File: src/rtl/datapath_ctrl.sv
// datapath_ctrl: multicycle Moore controller sequencing register-file/ALU reads, execute and writeback
module datapath_ctrl #(
   parameter int DW = 16
) (
   input  logic          clk,
   input  logic          reset_n,
   input  logic          s,
   input  logic [15:0]   instr,
   output logic          w,
   output logic          ill,
   output logic [2:0]    readnum,
   output logic [2:0]    writenum,
   output logic          write,
   output logic          loada,
   output logic          loadb,
   output logic          loadc,
   output logic          loads,
   output logic          asel,
   output logic          bsel,
   output logic [1:0]    vsel,
   output logic [1:0]    shift,
   output logic [1:0]    aluop,
   output logic [DW-1:0] sximm8
);
   localparam logic [2:0] WAIT   = 3'd0;
   localparam logic [2:0] DECODE = 3'd1;
   localparam logic [2:0] GET_A  = 3'd2;
   localparam logic [2:0] GET_B  = 3'd3;
   localparam logic [2:0] EXEC   = 3'd4;
   localparam logic [2:0] WR_REG = 3'd5;
   localparam logic [2:0] IMM_WR = 3'd6;

   logic [2:0]  st, nxt;
   logic [15:0] ir;
   logic [2:0]  opc, rn, rd, rm;
   logic [1:0]  op;
   logic        mov_imm, mov_reg, alu, mvn, cmp, two_src, legal;

   assign opc     = ir[15:13];
   assign op      = ir[12:11];
   assign rn      = ir[10:8];
   assign rd      = ir[7:5];
   assign rm      = ir[2:0];
   assign mov_imm = opc == 3'b110 && op == 2'b10;
   assign mov_reg = opc == 3'b110 && op == 2'b00;
   assign alu     = opc == 3'b101;
   assign mvn     = alu && op == 2'b11;
   assign cmp     = alu && op == 2'b01;
   assign two_src = alu && op != 2'b11;
   assign legal   = mov_imm || mov_reg || alu;

   always_ff @(posedge clk or negedge reset_n)
      if (!reset_n) begin
         st <= WAIT;
         ir <= '0;
      end else begin
         st <= nxt;
         if (st == WAIT && s) ir <= instr;
      end

   always_comb
      nxt = st == WAIT   ? (s ? DECODE : WAIT) :
            st == DECODE ? (mov_imm ? IMM_WR : (mov_reg || mvn) ? GET_B : two_src ? GET_A : WAIT) :
            st == GET_A  ? GET_B :
            st == GET_B  ? EXEC :
            st == EXEC   ? (cmp ? WAIT : WR_REG) : WAIT;

   // MOV reg and MVN feed Rm through the ALU with operand A forced to zero
   assign w        = st == WAIT;
   assign ill      = st == DECODE && !legal;
   assign readnum  = st == GET_A ? rn : st == GET_B ? rm : 3'd0;
   assign writenum = st == WR_REG ? rd : st == IMM_WR ? rn : 3'd0;
   assign write    = st == WR_REG || st == IMM_WR;
   assign loada    = st == GET_A;
   assign loadb    = st == GET_B;
   assign loadc    = st == EXEC && !cmp;
   assign loads    = st == EXEC && cmp;
   assign asel     = st == EXEC && (mov_reg || mvn);
   assign bsel     = 1'b0;
   assign vsel     = st == IMM_WR ? 2'b10 : 2'b00;
   assign shift    = ir[4:3];
   assign aluop    = op;
   assign sximm8   = {{(DW-8){ir[7]}}, ir[7:0]};
endmodule

File: config.mk
export PLATFORM = sky130hd
export DESIGN_NAME = datapath_ctrl
export DESIGN_NICKNAME = d
export VERILOG_FILES = /design/src/rtl/datapath_ctrl.sv
export SDC_FILE = /design/constraint.sdc
export NUM_CORES = 1
export LEC_CHECK = 0
export BUFFER_PORTS_ARGS = -buffer_cell sky130_fd_sc_hd__buf_2
export CAP_MARGIN = 5
export CORE_MARGIN = 3
export CORE_UTILIZATION = 38
export CTS_BUF_LIST = sky130_fd_sc_hd__clkbuf_2
export DETAILED_ROUTE_END_ITERATION = 8
export PLACE_DENSITY = 0.79
export REMOVE_ABC_BUFFERS = 1
export SLEW_MARGIN = 20
export SYNTH_ARGS = -nofsm -noshare
export SYNTH_HDL_FRONTEND = slang
export SYNTH_SLANG_ARGS = --single-unit
File: constraint.sdc
create_clock -name clk -period 1.8 [get_ports clk]
set_input_delay 0.18 -clock clk [delete_from_list [all_inputs] [get_ports clk]]
set_output_delay 0.18 -clock clk [all_outputs]
set_load 0.02 [all_outputs]
Word-level counts from Yosys, hierarchy flattened
Index checks and enable logic that the tools add are counted.
{ "op_classes": {"n_eq_ne": 12, "muxes": 15, "n_reduce_logical": 18} }
{ "ops": {"columns": ["op", "n"], "rows": [
  ["$mux W3", 11],
  ["$eq A3 B3 Y1 const B", 5],
  ["$logic_and A1 B1 Y1", 10],
  ["$eq A3 B2 Y1 const B", 2],
  ["$mux W2", 3],
  ["$eq A2 B2 Y1 const B", 2],
  ["$logic_or A1 B1 Y1", 4],
  ["$eq A3 B1 Y1 const B", 1],
  ["$logic_not A3 Y1", 1],
  ["$eq A2 B1 Y1 const B", 1],
  ["$logic_not A1 Y1", 2],
  ["$logic_not A2 Y1", 1],
  ["$ne A2 B2 Y1 const B", 1],
  ["$mux W1", 1]
]} }
{ "totals": {"reg_bits": 19, "inputBits": 19, "output_inout_bits": 37, "elab_cells": 47} }

Logic depth before layout (Yosys ltp)
{ "logic_depth": {"depth_word": 8, "mapped_depth": 6, "depth_no_buf": 3} }

Worst setup path after synthesis
OpenSTA, ideal clock, no wires.
{ "synth_path": {"path_kind": "reg2reg", "startpoint": "register st[1]", "endpoint": "register ir[0]", "setup_ns": 0.125, "t_arrival_ns": 1.488, "t_required_ns": 1.675, "setup_slack_ns": 0.187, "stages_incl_launch_ff": 7, "n_path_buf": 3, "synth_period_minus_slack_ns": 1.613, "cell_sequence": "dfrtp_1 -> buf_6 -> nor3_4 -> and2_4 -> buf_6 -> buf_12 -> mux2_4"} }
{ "synth_between": {"elab_chain_cells": 2} }
{ "synth_rtl": {"columns": ["element", "line_no", "text"], "rows": [
  ["start: declaration", "33", "logic [2:0] st, nxt;"],
  ["start signal: assignment", "57", "st <= nxt;"],
  ["$logic_not A3 Y1", null, null],
  ["named net w", "9", "output logic w,"],
  ["$logic_and A1 B1 Y1", "58", "if (st == WAIT && s) ir <= instr;"],
  ["end signal: assignment", "58", null],
  ["end: declaration", "34", "logic [15:0] ir;"]
]} }
The timed path passes the listed nets, and every way through them passes these cells.
A chain may end at the register's enable or synchronous reset.

Worst setup path in the final report
{ "layout_path": {"startpoint": "register st[0]", "endpoint": "output loads"} }
{ "layout_between": {"elab_chain_cells": 2} }
{ "layout_rtl": {"columns": ["element", "line_no", "text"], "rows": [
  ["$eq A3 B3 Y1", "77", "assign loads = st == EXEC && cmp;"],
  ["$logic_and A1 B1 Y1", "77", null],
  ["end: declaration", "17", "output logic loads,"]
]} }
No other way between the ends.

==> metrics.md <==
| Metric | Value |
|---|---|
| Met2 Resource Use GR | 23.4% |
| WS Path Type | reg -> out |
| Max VDD drop | 1.13 mV |
| Fraction of final layout cells with drive strength greater than 1 | 62.8% |
| Htree depth | 1 |
| Area share of the largest cell type after synthesis | 39.4% |
| Leading cell type in the layout, fill and taps excluded | buf_2 |
| Pins Over Slew Limit | 0 |
| Initial DRC count | 25 |
| Dpl ws | 0.282 ns |
| Crit path max-delay family | flip-flops |
| Commonest non-fill, non-tap cells in the layout | buf_2, dfrtp_1, mux2_4 |
| Routed via count | 910 |
| Cell variety after synth | 30 |
| Drt total wl | 2590 um |
| Max-cap violations | 0 |
| FF-to-FF setup slack | 0.16 ns |
| Chip width | 62.4 um |
| RSZ-0062 raised after global routing | true |
| Post-route ant nets | 0 |
| Die Footprint | 3890 sq um |
| FF+latch count, synth | 19 |
| Overflow after GRT | 0 |
| GR Util met1 | 15.6% |
| Clk sinks | 19 |
| First-pass GRT wire length | 4150 um |
| Gpl congestion | 0.853 |
| Seq/Total Area, Yosys | 39.4% |
| CTS Buf Count | 3 |
| Tmin final | 1.70 ns |
| Inst Count DP | 179 |
| Final hold vios | 0 |
| Wirelength per Cell | 13.6 um |
| Biggest area consumer among synthesized cells | dfrtp_1 |
| Max incr delay on CP | 0.50 ns |
| CP max FO | 8 |
| Global routing usage on met3 | 4.68% |
| Synth-to-Final Area Change | 20.3% |
| Period utilization | 94.7% |
| Gr usage total | 13.2% |
| Top-Level Pins | 56 |
| Longest Clk Path Bufs | 2 |
| HP Class | in -> reg |
| Fillers | 281 |
| Post-Syn Area | 1210 sq um |
| Port Buffer Count | 53 |
| Nets | 168 |
| Busiest grt layer | met2 |
| Total iterations of the first detailed-routing run | 4 |
| Slowest cell on crit path | dfrtp_2 |
| Setup Skew | 0.00829 ns |
| PD cells | 1810 nW/um^2 |
| Sequential Area | 479 sq um |
| Tot Pwr | 0.00262 W |
| Fin cells | 190 |
| # rows | 19 |
| Antenna cells | 0 |
| Initial core utilization | 41.6% |
| Setup TNS | 0 ns |
| Synth Instances | 108 |
| Mean Syn Cell Area | 11.2 sq um |
| Pleak | 0.727 nW |
| Largest net degree at the start of global routing | 20 |
| Outcome | completed |
| Root buf cell | clkbuf_2 |
| Max Fclk | 587 MHz |
| CP required | 1.62 ns |
| Footprint of the multi-input gates | 541 sq um |
| Worst path bufs/invs | 2 |
| Critical-path cell list | buf_4 -> nor2_1 -> nand2_1 -> nor3_1 -> buf_2 |
| DRC | 0 |
| Worst path arrival time | 1.52 ns |
| Clk_lat worst skew | 0.31 ns |
| Final setup vio count | 0 |
| Clk slew on worst S/H paths | 0.19 ns |
| Dpl hpwl | 1960 um |
| Warnings from Yosys | 0 |
| Die Y | 62.4 um |
| CTS tree | done |
| Synth area leaders | dfrtp_1, buf_4, mux2_4 |
| Number of global-route vias before repair | 878 |
| Critical Path Start Type | flip-flop |
| Critical path endpoint category | output pin |
| Placeable Area | 2900 sq um |
| PnR worst setup slack | 0.0950 ns |
| Vias per cell | 4.79 |
| Min Hold Slack | 0.0814 ns |
| Initial antenna violation count | 0 |
## final cells by class
type | count | share of cell area, %
well taps | 42 | 3.62
flip-flops and latches | 19 | 33.0
clock buffers | 3 | 1.03
clock inverters | 1 | 0.517
multi-input cells | 61 | 37.2
inverters | 2 | 0.517
repair buffers | 62 | 24.1
## registers in the layout, indices dropped and copies added (netlist names)
register and count:
st 3, ir 16
## per-stage QoR
stage / instance area, sq um / util [%]
final: 1450 / 50.1
after CTS: 1360 / 47.0
after global placement: 1330 / 45.8
after global routing: 1450 / 50.1
after floorplan: 995 / -
after detailed placement: 1330 / 45.8
## layer usage
| metal | wire length, um | share of wire, % |
|---|---|---|
| met2 | 1350 | 52 |
| met3 | 195 | 7.5 |
| met5 | 0 | 0 |
| met1 | 1030 | 40 |
| met4 | 16 | 0.62 |
## repair_timing
action	in CTS	in global routing
resized for setup	3	10
hold buffers	1	0
buffers inserted	0	6
setup endpoints to repair	5	12
hold endpoints to repair	19	0
## path summary, 6_finish.rpt
path | from | endpoint | cells after the start
max | st[0] | loads | 5
min | instr[5] | ir[5] | 2
max reg2reg | st[1] | ir[12] | 4
min reg2reg | ir[3] | ir[3] | 1
max in group asynchronous | reset_n | ir[13] | 2
min in group asynchronous | reset_n | st[2] | 2
## worst reg2reg max path: stages (launching register included)
cell	delay (ns)
dfrtp_2	0.51
buf_12	0.15
nor3_4	0.17
and2_4	0.34
mux2_2	0.38
## cell usage after synthesis
master    instances
clkbuf_1          1
nor2_1            8
o21a_1            1
a31oi_1           1
buf_2             1
and4b_1           1
a22oi_1           3
nor2b_1           6
o311ai_0          1
nor4b_1           1
mux2_4           10
o31ai_1           1
conb_1            1
nor3_4            1
o32ai_1           1
inv_1             2
nor3_1            1
dfrtp_1          19
and2_4            1
and2_1            1
mux2_2            6
buf_4            22
o21ai_0           4
mux2i_1           3
nand3b_1          1
buf_12            1
nand2b_1          3
nor3b_1           3
nand2_1           1
buf_6             2
## cells by family (layout without fill, tap and decap cells)
| group | after synthesis | in the layout | synth area share (%) |
|---|---|---|---|
| buf+inv | 29 | 68 | 18.5 |
| simple gates | 28 | 28 | 14.5 |
| mux | 19 | 19 | 20.5 |
| flops | 19 | 19 | 39.4 |
| compound gates | 12 | 12 | 6.74 |
| other cells | 1 | 2 | 0.311 |
## report_power, final
part | internal [W] | switching (W) | total, W
clock | 0.0000518 | 0.000137 | 0.000188
combinational | 0.000739 | 0.000815 | 0.00155
sequential | 0.000635 | 0.000245 | 0.000880
total | 0.00143 | 0.00120 | 0.00262
No activity file was read; power rests on OpenSTA's default activity.
